File: config.mk
export PLATFORM = sky130hd
export DESIGN_NAME = bcd_serial_n_digitos
export DESIGN_NICKNAME = d
export VERILOG_FILES = /design/src/rtl/bcd_pkg.sv /design/src/rtl/bcd_ajuste_digito.sv /design/src/rtl/bcd_serial_n_digitos.sv
export SDC_FILE = /design/constraint.sdc
export NUM_CORES = 1
export LEC_CHECK = 0
export CAP_MARGIN = 15
export CORE_MARGIN = 2
export CORE_UTILIZATION = 28
export DETAILED_ROUTE_END_ITERATION = 12
export SETUP_SLACK_MARGIN = 0.2
export SYNTH_ARGS = -nofsm -noshare
export SYNTH_HDL_FRONTEND = slang
export SYNTH_SLANG_ARGS = --single-unit
File: constraint.sdc
create_clock -name clock -period 7.3 [get_ports clock]
set_clock_uncertainty 0.05 [all_clocks]
set_input_delay 1.825 -clock clock [delete_from_list [all_inputs] [get_ports clock]]
set_output_delay 1.825 -clock clock [all_outputs]
set_load 0.02 [all_outputs]
File: src/rtl/bcd_pkg.sv
// Shared types and helpers for the serial binary-to-BCD converter.
package bcd_pkg;

  localparam int DIGITO_W    = 4;
  localparam int MAX_DIGITOS = 16;

  typedef enum logic {
    OCIOSO,
    CONVERTE
  } estado_t;

  // Leading-zero mask over up to MAX_DIGITOS packed digits; callers zero-pad
  // unused upper digits and keep the low bits they need. Bit 0 is never set.
  function automatic logic [MAX_DIGITOS-1:0] zeros_esquerda(
    input logic [DIGITO_W*MAX_DIGITOS-1:0] digits
  );
    logic                   run;
    logic [MAX_DIGITOS-1:0] m;
    run = 1'b1;
    m   = '0;
    for (int i = MAX_DIGITOS - 1; i >= 1; i--) begin
      run  = run & (digits[DIGITO_W*i +: DIGITO_W] == '0);
      m[i] = run;
    end
    return m;
  endfunction

endpackage

File: src/rtl/bcd_ajuste_digito.sv
// Add-3 correction for one BCD digit ahead of the left shift.
module bcd_ajuste_digito
  import bcd_pkg::*;
(
  input  logic [DIGITO_W-1:0] entrada,
  output logic [DIGITO_W-1:0] saida
);

  assign saida = (entrada >= DIGITO_W'(5)) ? entrada + DIGITO_W'(3) : entrada;

endmodule

File: src/rtl/bcd_serial_n_digitos.sv
// Sequential shift-and-add-3 binary-to-BCD converter, one input bit per clock,
// with sign handling, sticky overflow and a leading-zero blanking mask.
module bcd_serial_n_digitos
  import bcd_pkg::*;
#(
  parameter int WIDTH  = 32,
  parameter int DIGITS = 4,   // at most MAX_DIGITOS
  parameter bit SIGNED = 1'b1
) (
  input  logic                       clock,
  input  logic                       reset,
  input  logic                       start,
  input  logic [WIDTH-1:0]           numero,
  output logic                       busy,
  output logic                       valid,
  output logic                       sinal,
  output logic [DIGITO_W*DIGITS-1:0] digitos,
  output logic                       overflow,
  output logic [DIGITS-1:0]          zeros_esq
);

  localparam int BW = DIGITO_W * DIGITS;
  localparam int CW = $clog2(WIDTH + 1);

  estado_t                         estado;
  logic [CW-1:0]                   cont;
  logic [WIDTH-1:0]                mag;
  logic [BW-1:0]                   bcd;
  logic                            ovf_int;
  logic                            sinal_int;

  logic [BW-1:0]                   adj;
  logic [BW-1:0]                   bcd_next;
  logic [WIDTH-1:0]                mag_next;
  logic                            ovf_next;
  logic [DIGITO_W*MAX_DIGITOS-1:0] bcd_pad;
  logic [MAX_DIGITOS-1:0]          zmask;
  logic [DIGITS-1:0]               zeros_next;
  logic                            neg;

  for (genvar i = 0; i < DIGITS; i++) begin : g_ajuste
    bcd_ajuste_digito u_ajuste (
      .entrada (bcd[DIGITO_W*i +: DIGITO_W]),
      .saida   (adj[DIGITO_W*i +: DIGITO_W])
    );
  end

  assign neg  = SIGNED & numero[WIDTH-1];
  assign busy = (estado == CONVERTE);

  // NOTE: every signal is assigned before any conditional use, so no latch is inferred.
  always_comb begin
    bcd_next           = {adj[BW-2:0], mag[WIDTH-1]};
    mag_next           = {mag[WIDTH-2:0], 1'b0};
    ovf_next           = ovf_int | adj[BW-1];
    bcd_pad            = '0;
    bcd_pad[BW-1:0]    = bcd_next;
    zmask              = zeros_esquerda(bcd_pad);
    zeros_next         = zmask[DIGITS-1:0];
  end

  // NOTE: non-blocking assignments keep every register sampling pre-edge values.
  always_ff @(posedge clock) begin
    if (reset) begin
      estado    <= OCIOSO;
      cont      <= '0;
      mag       <= '0;
      bcd       <= '0;
      ovf_int   <= 1'b0;
      sinal_int <= 1'b0;
      valid     <= 1'b0;
      sinal     <= 1'b0;
      digitos   <= '0;
      overflow  <= 1'b0;
      zeros_esq <= '0;
    end else begin
      valid <= 1'b0;
      case (estado)
        OCIOSO: begin
          if (start) begin
            // Two's complement of the most negative value wraps to 2^(WIDTH-1),
            // which is the correct unsigned magnitude.
            sinal_int <= neg;
            mag       <= neg ? (~numero + WIDTH'(1)) : numero;
            bcd       <= '0;
            ovf_int   <= 1'b0;
            cont      <= CW'(WIDTH);
            estado    <= CONVERTE;
          end
        end
        CONVERTE: begin
          bcd     <= bcd_next;
          mag     <= mag_next;
          ovf_int <= ovf_next;
          cont    <= cont - CW'(1);
          if (cont == CW'(1)) begin
            digitos   <= bcd_next;
            overflow  <= ovf_next;
            sinal     <= sinal_int;
            zeros_esq <= zeros_next;
            valid     <= 1'b1;
            estado    <= OCIOSO;
          end
        end
        default: estado <= OCIOSO;
      endcase
    end
  end

endmodule
### Yosys cells after proc, flatten, opt, wreduce, memory -nomap -nowiden

Cells that the tools add are included.

| word-level totals | value |
|---|---|
| output and inout port bits | 24 |
| flip-flop bits (word level) | 79 |
| logic and storage cells | 51 |
| bits of input ports | 35 |

| operators by class | value |
|---|---|
| eq/ne operators | 2 |
| reduce and logical (&&, ||, !) cells | 6 |
| magnitude comparators | 4 |
| add/sub/neg operators | 6 |
| bitwise gates (word level) | 5 |
| multiplexer cells | 17 |

Operators with widths:

| cell | count |
|---|---|
| $mux 32 | 2 |
| $pmux 32 s2 | 1 |
| $add 32x1->32 const B | 1 |
| $not 32->32 | 1 |
| $pmux 16 s2 | 1 |
| $add 4x2->4 const B | 4 |
| $ge 4x3->1 const B | 4 |
| $mux 16 | 1 |
| $mux 4 | 4 |
| $logic_not 4->1 | 3 |
| $pmux 6 s2 | 1 |
| $eq 6x1->1 const B | 1 |
| $mux 6 | 1 |
| $sub 6x1->6 const B | 1 |
| $mux 1 | 4 |
| $pmux 1 s2 | 2 |
| $reduce_and 2->1 | 2 |
| $and 1x1->1 | 2 |
| $ne 2x2->1 const B | 1 |
| $reduce_or 2->1 | 1 |
| $not 1->1 | 1 |
| $or 1x1->1 | 1 |

### Depth between registers and ports, before layout

Gate-level depths: netlist of the first run.

| logic depth | value |
|---|---|
| depth after elaboration | 5 |
| gate-level depth with buffers | 8 |
| mapped depth without buffers | 7 |

### By module

A second synthesis of the first run with hierarchy kept.

| second synthesis, totals | value |
|---|---|
| cells, all modules | 631 |
| area total of the unflattened synthesis | 4752.1 µm² |

Modules (own cells, without submodules):

| module | cells each | sequential area each (µm²) | instances | area each (µm²) |
|---|---|---|---|---|
| bcd_serial_n_digitos | 567 | 1581.5 | 1 | 4346.7 |
| bcd_ajuste_digito | 16 | 0.0 | 4 | 101.3 |

### Least setup slack after synthesis of the first run

Ideal clock, no wire load.

| path | value |
|---|---|
| path kind | input -> register |
| start point | input port numero[0] |
| end point | register mag[28] |
| data required time | 7.130 ns |
| buffers on the path | 1 |
| arrival | 3.502 ns |
| slack | 3.628 ns |
| library setup time | 0.120 ns |
| stages | 8 |
| cells stage by stage | inv_1 ha_1 or3b_1 or3_1 clkbuf_1 nor3_1 nor4_1 a211o_1 |

| on the way | value |
|---|---|
| cells in the longest elaborated chain, start to end | 5 |

Ends and longest elaborated chain:

| item | RTL line | RTL |
|---|---|---|
| from (decl) | bcd_serial_n_digitos.sv:13 | `input logic [WIDTH-1:0] numero,` |
| $not 32->32 | bcd_serial_n_digitos.sv:84 | `mag <= neg ? (~numero + WIDTH'(1)) : numero;` |
| $add 32x1->32 | bcd_serial_n_digitos.sv:84 |  |
| $mux 32 | bcd_serial_n_digitos.sv:84 |  |
| $mux 32 | bcd_serial_n_digitos.sv:80 | `if (start) begin` |
| $pmux 32 s2 | bcd_serial_n_digitos.sv:78 | `case (estado)` |
| to (signal assigned) | bcd_serial_n_digitos.sv:84 |  |
| to (signal assigned) | bcd_serial_n_digitos.sv:93 | `mag <= mag_next;` |
| to (decl) | bcd_serial_n_digitos.sv:27 | `logic [WIDTH-1:0] mag;` |

No other way between the ends. The select of a mux whose other input is x is not followed.
A chain may end at the register's enable or synchronous reset.

### Worst setup path in the final report of the first run

Same ends and word-level chain as after synthesis.

==> impl_metrics.env, run 1 <==
export IMPL_outcome="finished, final reports clean"
export IMPL_htreeDepth=3
export IMPL_final_min_clock_period_ns=4.06
export IMPL_post_cts_resized=0
export IMPL_area_growth_syn_to_layout_pct=22.3
export IMPL_fill_cells=1606
export IMPL_initial_utilization=0.288
export IMPL_cp_start_kind="input pin"
export IMPL_synthFlopType="dfxtp_1"
export IMPL_cts_hold_buf=0
export IMPL_dp_cells=757
export IMPL_syn_area_mm2=0.00437
export IMPL_synth_area_top_cells="dfxtp_1 (36%), a21oi_1 (8.4%), nor3b_1 (5.5%)"
export IMPL_clock_sinks=79
export IMPL_yosysSeqAreaShare=0.362
export IMPL_via_count=4024
export IMPL_slew_violations=0
export IMPL_finalSetupViolCount=0
export IMPL_yosysWarningCount=0
export IMPL_drtIter0Drc=300
export IMPL_core_area_mm2=0.0152
export IMPL_io_pins=59
export IMPL_drive_gt1_frac=0.0615
export IMPL_antenna_left=0
export IMPL_cts_made_buffers=9
export IMPL_peakVddDrop_mv=0.0996
export IMPL_power_mw=1.06
export IMPL_portBuffers=57
export IMPL_finalHoldViolCount=0
export IMPL_row_count=45
export IMPL_critPathKind="in -> reg"
export IMPL_min_path_cells=2
export IMPL_cts_buffer_depth=2
export IMPL_cp_slowest_cell="or3_1"
export IMPL_post_cts_buffers=0
export IMPL_cts_tree="built"
export IMPL_grt_usage=0.130
export IMPL_die_area_mm2=0.0166
export IMPL_via_per_inst=5.21
export IMPL_required_ns=7.48
export IMPL_cp_top_family="simple AND/OR/NAND/NOR gates"
export IMPL_diodes=0
export IMPL_finalNonFillerCells=773
export IMPL_tns_ns=0
export IMPL_synth_top_area_frac=0.362
export IMPL_rr_worst_depth=6
export IMPL_path_clk_slew_ns=0.06
export IMPL_yosysTopAreaCell="dfxtp_1"
export IMPL_grt_pass1_vias=3819
export IMPL_routabilityCongestion=0.822
export IMPL_slew_headroom=0.348
export IMPL_hpwlAfterDp_mm=7.07
export IMPL_antenna_found_initial=0
export IMPL_grt_max_degree=104
export IMPL_grt_pass1_wl_mm=17.5
export IMPL_max_freq_ghz=0.247
export IMPL_wire_per_inst_um=13.7
export IMPL_synth_net_count=592
export IMPL_drtPass1Iterations=4
export IMPL_dieHeight_um=129
export IMPL_worstMarginPinSlew_ns=0.978
export IMPL_syn_inst=546
export IMPL_critPathCaptureType="flip-flop"
export IMPL_dieWidth_um=129
export IMPL_leakagePower_nw=1.90
export IMPL_max_stage_delay_ns=0.56
export IMPL_rsz0062_at_grt="false"
export IMPL_synth_edf_count=0
export IMPL_fin_nets=626
export IMPL_p_per_area_mw_per_mm2=199
export IMPL_async_flop_share=0
export IMPL_path_buf_inv=2
export IMPL_critical_path_cell_count=8
export IMPL_synth_cell_type_count=53
export IMPL_ys_ff_latch=79
export IMPL_cts_root_buf="clkbuf_16"
export IMPL_grt_overflow_total=0
export IMPL_cp_arrival_ns=4.24
export IMPL_clkLatencyLatePin_ns=0.34
export IMPL_max_cap_viol_count=0
export IMPL_wl_mm=10.6
export IMPL_critPathMaxFanout=8
export IMPL_avgSynthCellArea_um2=8.01
export IMPL_drc=0
export IMPL_hold_path_class="reg -> reg"
export IMPL_path_cells="clkdlybuf4s50_1 > inv_1 > ha_1 > or3b_1 > or3_1 > nor3_1 > nor4_1 > a211o_1"
export IMPL_fin_crit_sh=0.556
## layout by cell type (no fill, tap or decap), types with 15 or more instances in the layout
| cell | count |
|---|---|
| a21oi_1 | 73 |
| clkdlybuf4s50_1 | 55 |
| dfxtp_1 | 78 |
| inv_1 | 18 |
| nand2_1 | 50 |
| nor2_1 | 53 |
| nor3_1 | 15 |
| nor3b_1 | 32 |
| o21ai_0 | 16 |
| o22ai_1 | 21 |
| xor2_1 | 24 |
## worst reg2reg max path, delay by kind of cell (launching register included)
kind / cells / cell delay [ns]
buffers and inverters: 1 / 0.72
AO/OA/AOI/OAI: 2 / 0.94
flip-flops: 1 / 0.32
AND/OR/NAND/NOR: 3 / 0.99
## final cells by class
cell class | count | area (µm²) | share of cell area
Clock buffer | 12 | 246 | 0.0461
Clock inverter | 4 | 53.8 | 0.0101
Tap cell | 188 | 235 | 0.0440
Inverter | 18 | 67.6 | 0.0126
Timing Repair Buffer | 61 | 591 | 0.110
Sequential cell | 79 | 1580 | 0.296
Multi-Input combinational cell | 411 | 2570 | 0.481
## stage by stage
stage	instance area [µm²]	hold slack, ns	utilization	setup WS (ns)
final	5350	0.385	0.352	3.24
after CTS	5350	0.390	0.352	3.25
after global routing	5350	0.423	0.352	3.09
after detailed placement	5040	0.382	0.332	2.89
after global placement	5040	0.381	0.332	2.97
after floorplan	4370	0.381	-	3.63
## cells in the mapped netlist, drive strengths merged, types with 2 or more instances
| cell | count |
|---|---|
| nor2 | 53 |
| nor2b | 6 |
| o22ai | 21 |
| a31oi | 3 |
| o31a | 2 |
| clkbuf | 32 |
| a311oi | 2 |
| inv | 18 |
| and2 | 6 |
| or4 | 6 |
| or3 | 7 |
| mux2i | 8 |
| xnor2 | 4 |
| a211oi | 10 |
| dfxtp | 79 |
| or2 | 2 |
| nand4 | 2 |
| xor2 | 24 |
| nor3 | 15 |
| nand2b | 8 |
| a21o | 2 |
| a221oi | 2 |
| nand2 | 50 |
| o21ai | 16 |
| o31ai | 9 |
| o41ai | 6 |
| nor4 | 4 |
| nand3 | 5 |
| buf | 6 |
| mux2 | 4 |
| ha | 11 |
| a211o | 6 |
| a21oi | 73 |
| nor3b | 32 |
## final timing paths
path / start / to / slack, ns
hold / removal: zeros_esq[2] / zeros_esq[2] / 0.39
setup / recovery: numero[0] / mag[28] / 3.24
hold reg to reg: zeros_esq[2] / zeros_esq[2] / 0.39
setup reg to reg: busy / zeros_esq[1] / 4.19
## flip-flops by register name (all words and copies together), names as in the netlist
| name | flops |
|---|---|
| digitos | 16 |
| cont | 6 |
| ovf_int | 1 |
| sinal | 1 |
| mag | 32 |
| bcd | 16 |
| sinal_int | 1 |
| valid | 1 |
| zeros_esq | 3 |
| overflow | 1 |
| busy | 1 |
## report_power, final
group | switching, mW | internal, mW
sequential | 0.0113 | 0.451
clock | 0.181 | 0.276
combinational | 0.0803 | 0.0614
total | 0.273 | 0.788
## kinds of logic after synthesis
| kind of cell | Yosys count | synth area share |
|---|---|---|
| AO/OA/AOI/OAI | 159 | 0.232 |
| XOR/XNOR | 28 | 0.0561 |
| adder cells (fa/ha/maj) | 11 | 0.0315 |
| buffers and inverters | 56 | 0.0507 |
| flip-flops | 79 | 0.362 |
| multiplexers | 12 | 0.0286 |
| other | 1 | 0.000858 |
| AND/OR/NAND/NOR | 200 | 0.238 |
## metal layers
metal	part of all wire	GRT usage	wire, µm	up-vias
met4	0.021	0.0659	223	0
met3	0.033	0.0212	354	20
met5	0	0	0	-
met1	0.46	0.158	4900	1894
li1	-	-	-	2024
met2	0.48	0.224	5090	86
(Power assumes the default switching activity.)
==> inputs of run 2 (changes only) <==
Clock period 7.3 ns to 3.7 ns, I/O delays scaled along.
==> run 2 against run 1 <==
Effect of this change:
- via count fell by 2.1%
- setup slack got worse by 2.7 ns
- sequential share of layout area fell by 0.35 points
- non-clock buffer count rose by 4
- critical path depth did not move
- largest power group is now clock
- first-iteration DRC count fell by 15%
- die area did not move
- cell count rose by 0.52%
- core utilization rose by 0.42 points
- register-to-register slack got worse by 3.0 ns
- final area rose by 1.2%
==> impl_metrics.env, run 2 (synthesis gave the netlist of run 1 again) <==
export IMPL_outcome="finished, final reports clean"
export IMPL_drive_gt1_frac=0.0696
export IMPL_r2r_slack_ns=1.20
export IMPL_cts_buffer_depth=2
export IMPL_drc=0
export IMPL_finalSetupViolCount=0
export IMPL_finalHoldViolCount=0
export IMPL_top_register="mag"
export IMPL_seq_area_mm2=0.00158
export IMPL_portBuffers=57
export IMPL_critPathCaptureType="flip-flop"
export IMPL_grt_pass1_vias=3685
export IMPL_critPathKind="in -> reg"
export IMPL_cp_slowest_cell="or3_1"
export IMPL_worstMarginPinSlew_ns=0.885
export IMPL_antenna_left=0
export IMPL_critPathMaxFanout=8
export IMPL_path_cells="clkdlybuf4s50_1 > inv_1 > ha_1 > or3b_1 > or3_1 > nor3_1 > nor4_1 > a211o_1"
export IMPL_area_growth_syn_to_layout_pct=23.7
export IMPL_reg_largest_list="mag x32, bcd x16, digitos x16"
export IMPL_leakagePower_nw=1.94
export IMPL_tns_ns=0
export IMPL_largest_reg_flops=32
export IMPL_via_per_inst=5.07
export IMPL_wl_mm=10.4
export IMPL_path_clk_slew_ns=0.06
export IMPL_hold_path_class="reg -> reg"
export IMPL_htreeDepth=3
export IMPL_multi_input_area_mm2=0.00257
export IMPL_cts_hold_buf=0
export IMPL_final_min_clock_period_ns=3.17
export IMPL_min_to="zeros_esq[2]"
export IMPL_layout_common_cells="dfxtp_1 (78), a21oi_1 (73), clkdlybuf4s50_1 (55)"
export IMPL_setup_slack_ns=0.532
export IMPL_cp_arrival_ns=3.35
export IMPL_fill_cells=1587
export IMPL_cts_root_buf="clkbuf_16"
export IMPL_routabilityCongestion=0.850
export IMPL_antenna_found_initial=0
export IMPL_hpwlAfterDp_mm=7.19
export IMPL_grt_usage=0.127
export IMPL_max_cap_viol_count=0
export IMPL_dp_cells=761
export IMPL_core_area_mm2=0.0152
export IMPL_io_pins=59
export IMPL_r2r_start="busy"
export IMPL_die_area_mm2=0.0166
export IMPL_clkLatencyLatePin_ns=0.34
export IMPL_wire_per_inst_um=13.3
export IMPL_rsz0062_at_grt="false"
export IMPL_clock_sinks=79
export IMPL_grt_max_degree=89
export IMPL_cp_top_family="simple AND/OR/NAND/NOR gates"
export IMPL_required_ns=3.88
export IMPL_drtIter0Drc=256
export IMPL_min_path_cells=2
export IMPL_rr_worst_depth=5
export IMPL_dieHeight_um=129
export IMPL_fin_crit_sh=0.856
export IMPL_grt_pass1_wl_mm=17.1
export IMPL_peakVddDrop_mv=0.293
export IMPL_row_count=45
export IMPL_path_buf_inv=2
export IMPL_finalNonFillerCells=777
export IMPL_cp_start_kind="input pin"
export IMPL_final_common_cell="dfxtp_1"
export IMPL_holdCritStartpoint="zeros_esq[2]"
export IMPL_worstReg2RegEnd="zeros_esq[1]"
export IMPL_post_cts_buffers=0
export IMPL_diodes=0
export IMPL_slew_violations=0
export IMPL_post_cts_resized=0
export IMPL_dieWidth_um=129
export IMPL_dpl_worst_slack_ns=0.187
export IMPL_p_per_area_mw_per_mm2=402
export IMPL_initial_utilization=0.288
export IMPL_max_freq_ghz=0.316
export IMPL_fin_hold_ws_ns=0.389
export IMPL_grt_overflow_total=0
export IMPL_power_mw=2.17
export IMPL_via_count=3941
export IMPL_cts_made_buffers=9
export IMPL_fin_nets=630
export IMPL_max_stage_delay_ns=0.57
export IMPL_cts_tree="built"
export IMPL_drtPass1Iterations=4
export IMPL_slew_headroom=0.395
## run 2: changes by cell type in the layout (fill, tap and decap cells not counted)
cell and delta:
inv_6 -1, buf_4 +4, clkinv_4 +2, clkbuf_8 +1, bufinv_16 +1, clkinvlp_4 -2
clkbuf_1 -1
## run 2: worst max path at each step
| stage | slack (ns) | cells past startpoint | start | end |
|---|---|---|---|---|
| after global placement | 0.29 | 8 | numero[0] | mag[26] |
| after global routing | 0.38 | 8 | numero[0] | mag[26] |
| after detailed placement | 0.19 | 8 | numero[0] | mag[28] |
| after floorplan | 0.93 | 8 | numero[0] | mag[28] |
| final | 0.53 | 8 | numero[0] | mag[28] |
| after CTS | 0.55 | 8 | numero[0] | mag[28] |
## run 2: tightest hold or removal path, delay by kind of cell, from the launching register on
kind | cells | cell delay [ns]
and+or+nand+nor | 2 | 0.09
DFF | 1 | 0.31
## run 2: power by group
| part | total [mW] | internal [mW] | switching [mW] |
|---|---|---|---|
| clock | 0.981 | 0.630 | 0.351 |
| combinational | 0.277 | 0.123 | 0.154 |
| sequential | 0.917 | 0.891 | 0.0268 |
| total | 2.17 | 1.64 | 0.531 |
## run 2: layout make-up
type	instances	share of cell area
Multi-Input combinational cell	411	0.475
Sequential cell	79	0.293
Timing Repair Buffer	65	0.115
Clock buffer	12	0.0474
Tap cell	188	0.0435
Clock inverter	4	0.0143
Inverter	18	0.0125
## run 2: per-layer routing
layer  share of wire  wire length, µm  track usage
met5               0                0            0
met4           0.022              223       0.0550
met3           0.031              323       0.0212
met2            0.47             4870        0.217
met1            0.48             4940        0.157
## run 2: per-stage QoR
stage	util	area (µm²)
floorplan	-	4370
global placement	0.334	5070
detailed placement	0.334	5070
CTS	0.356	5410
global route	0.356	5410
finish	0.356	5410
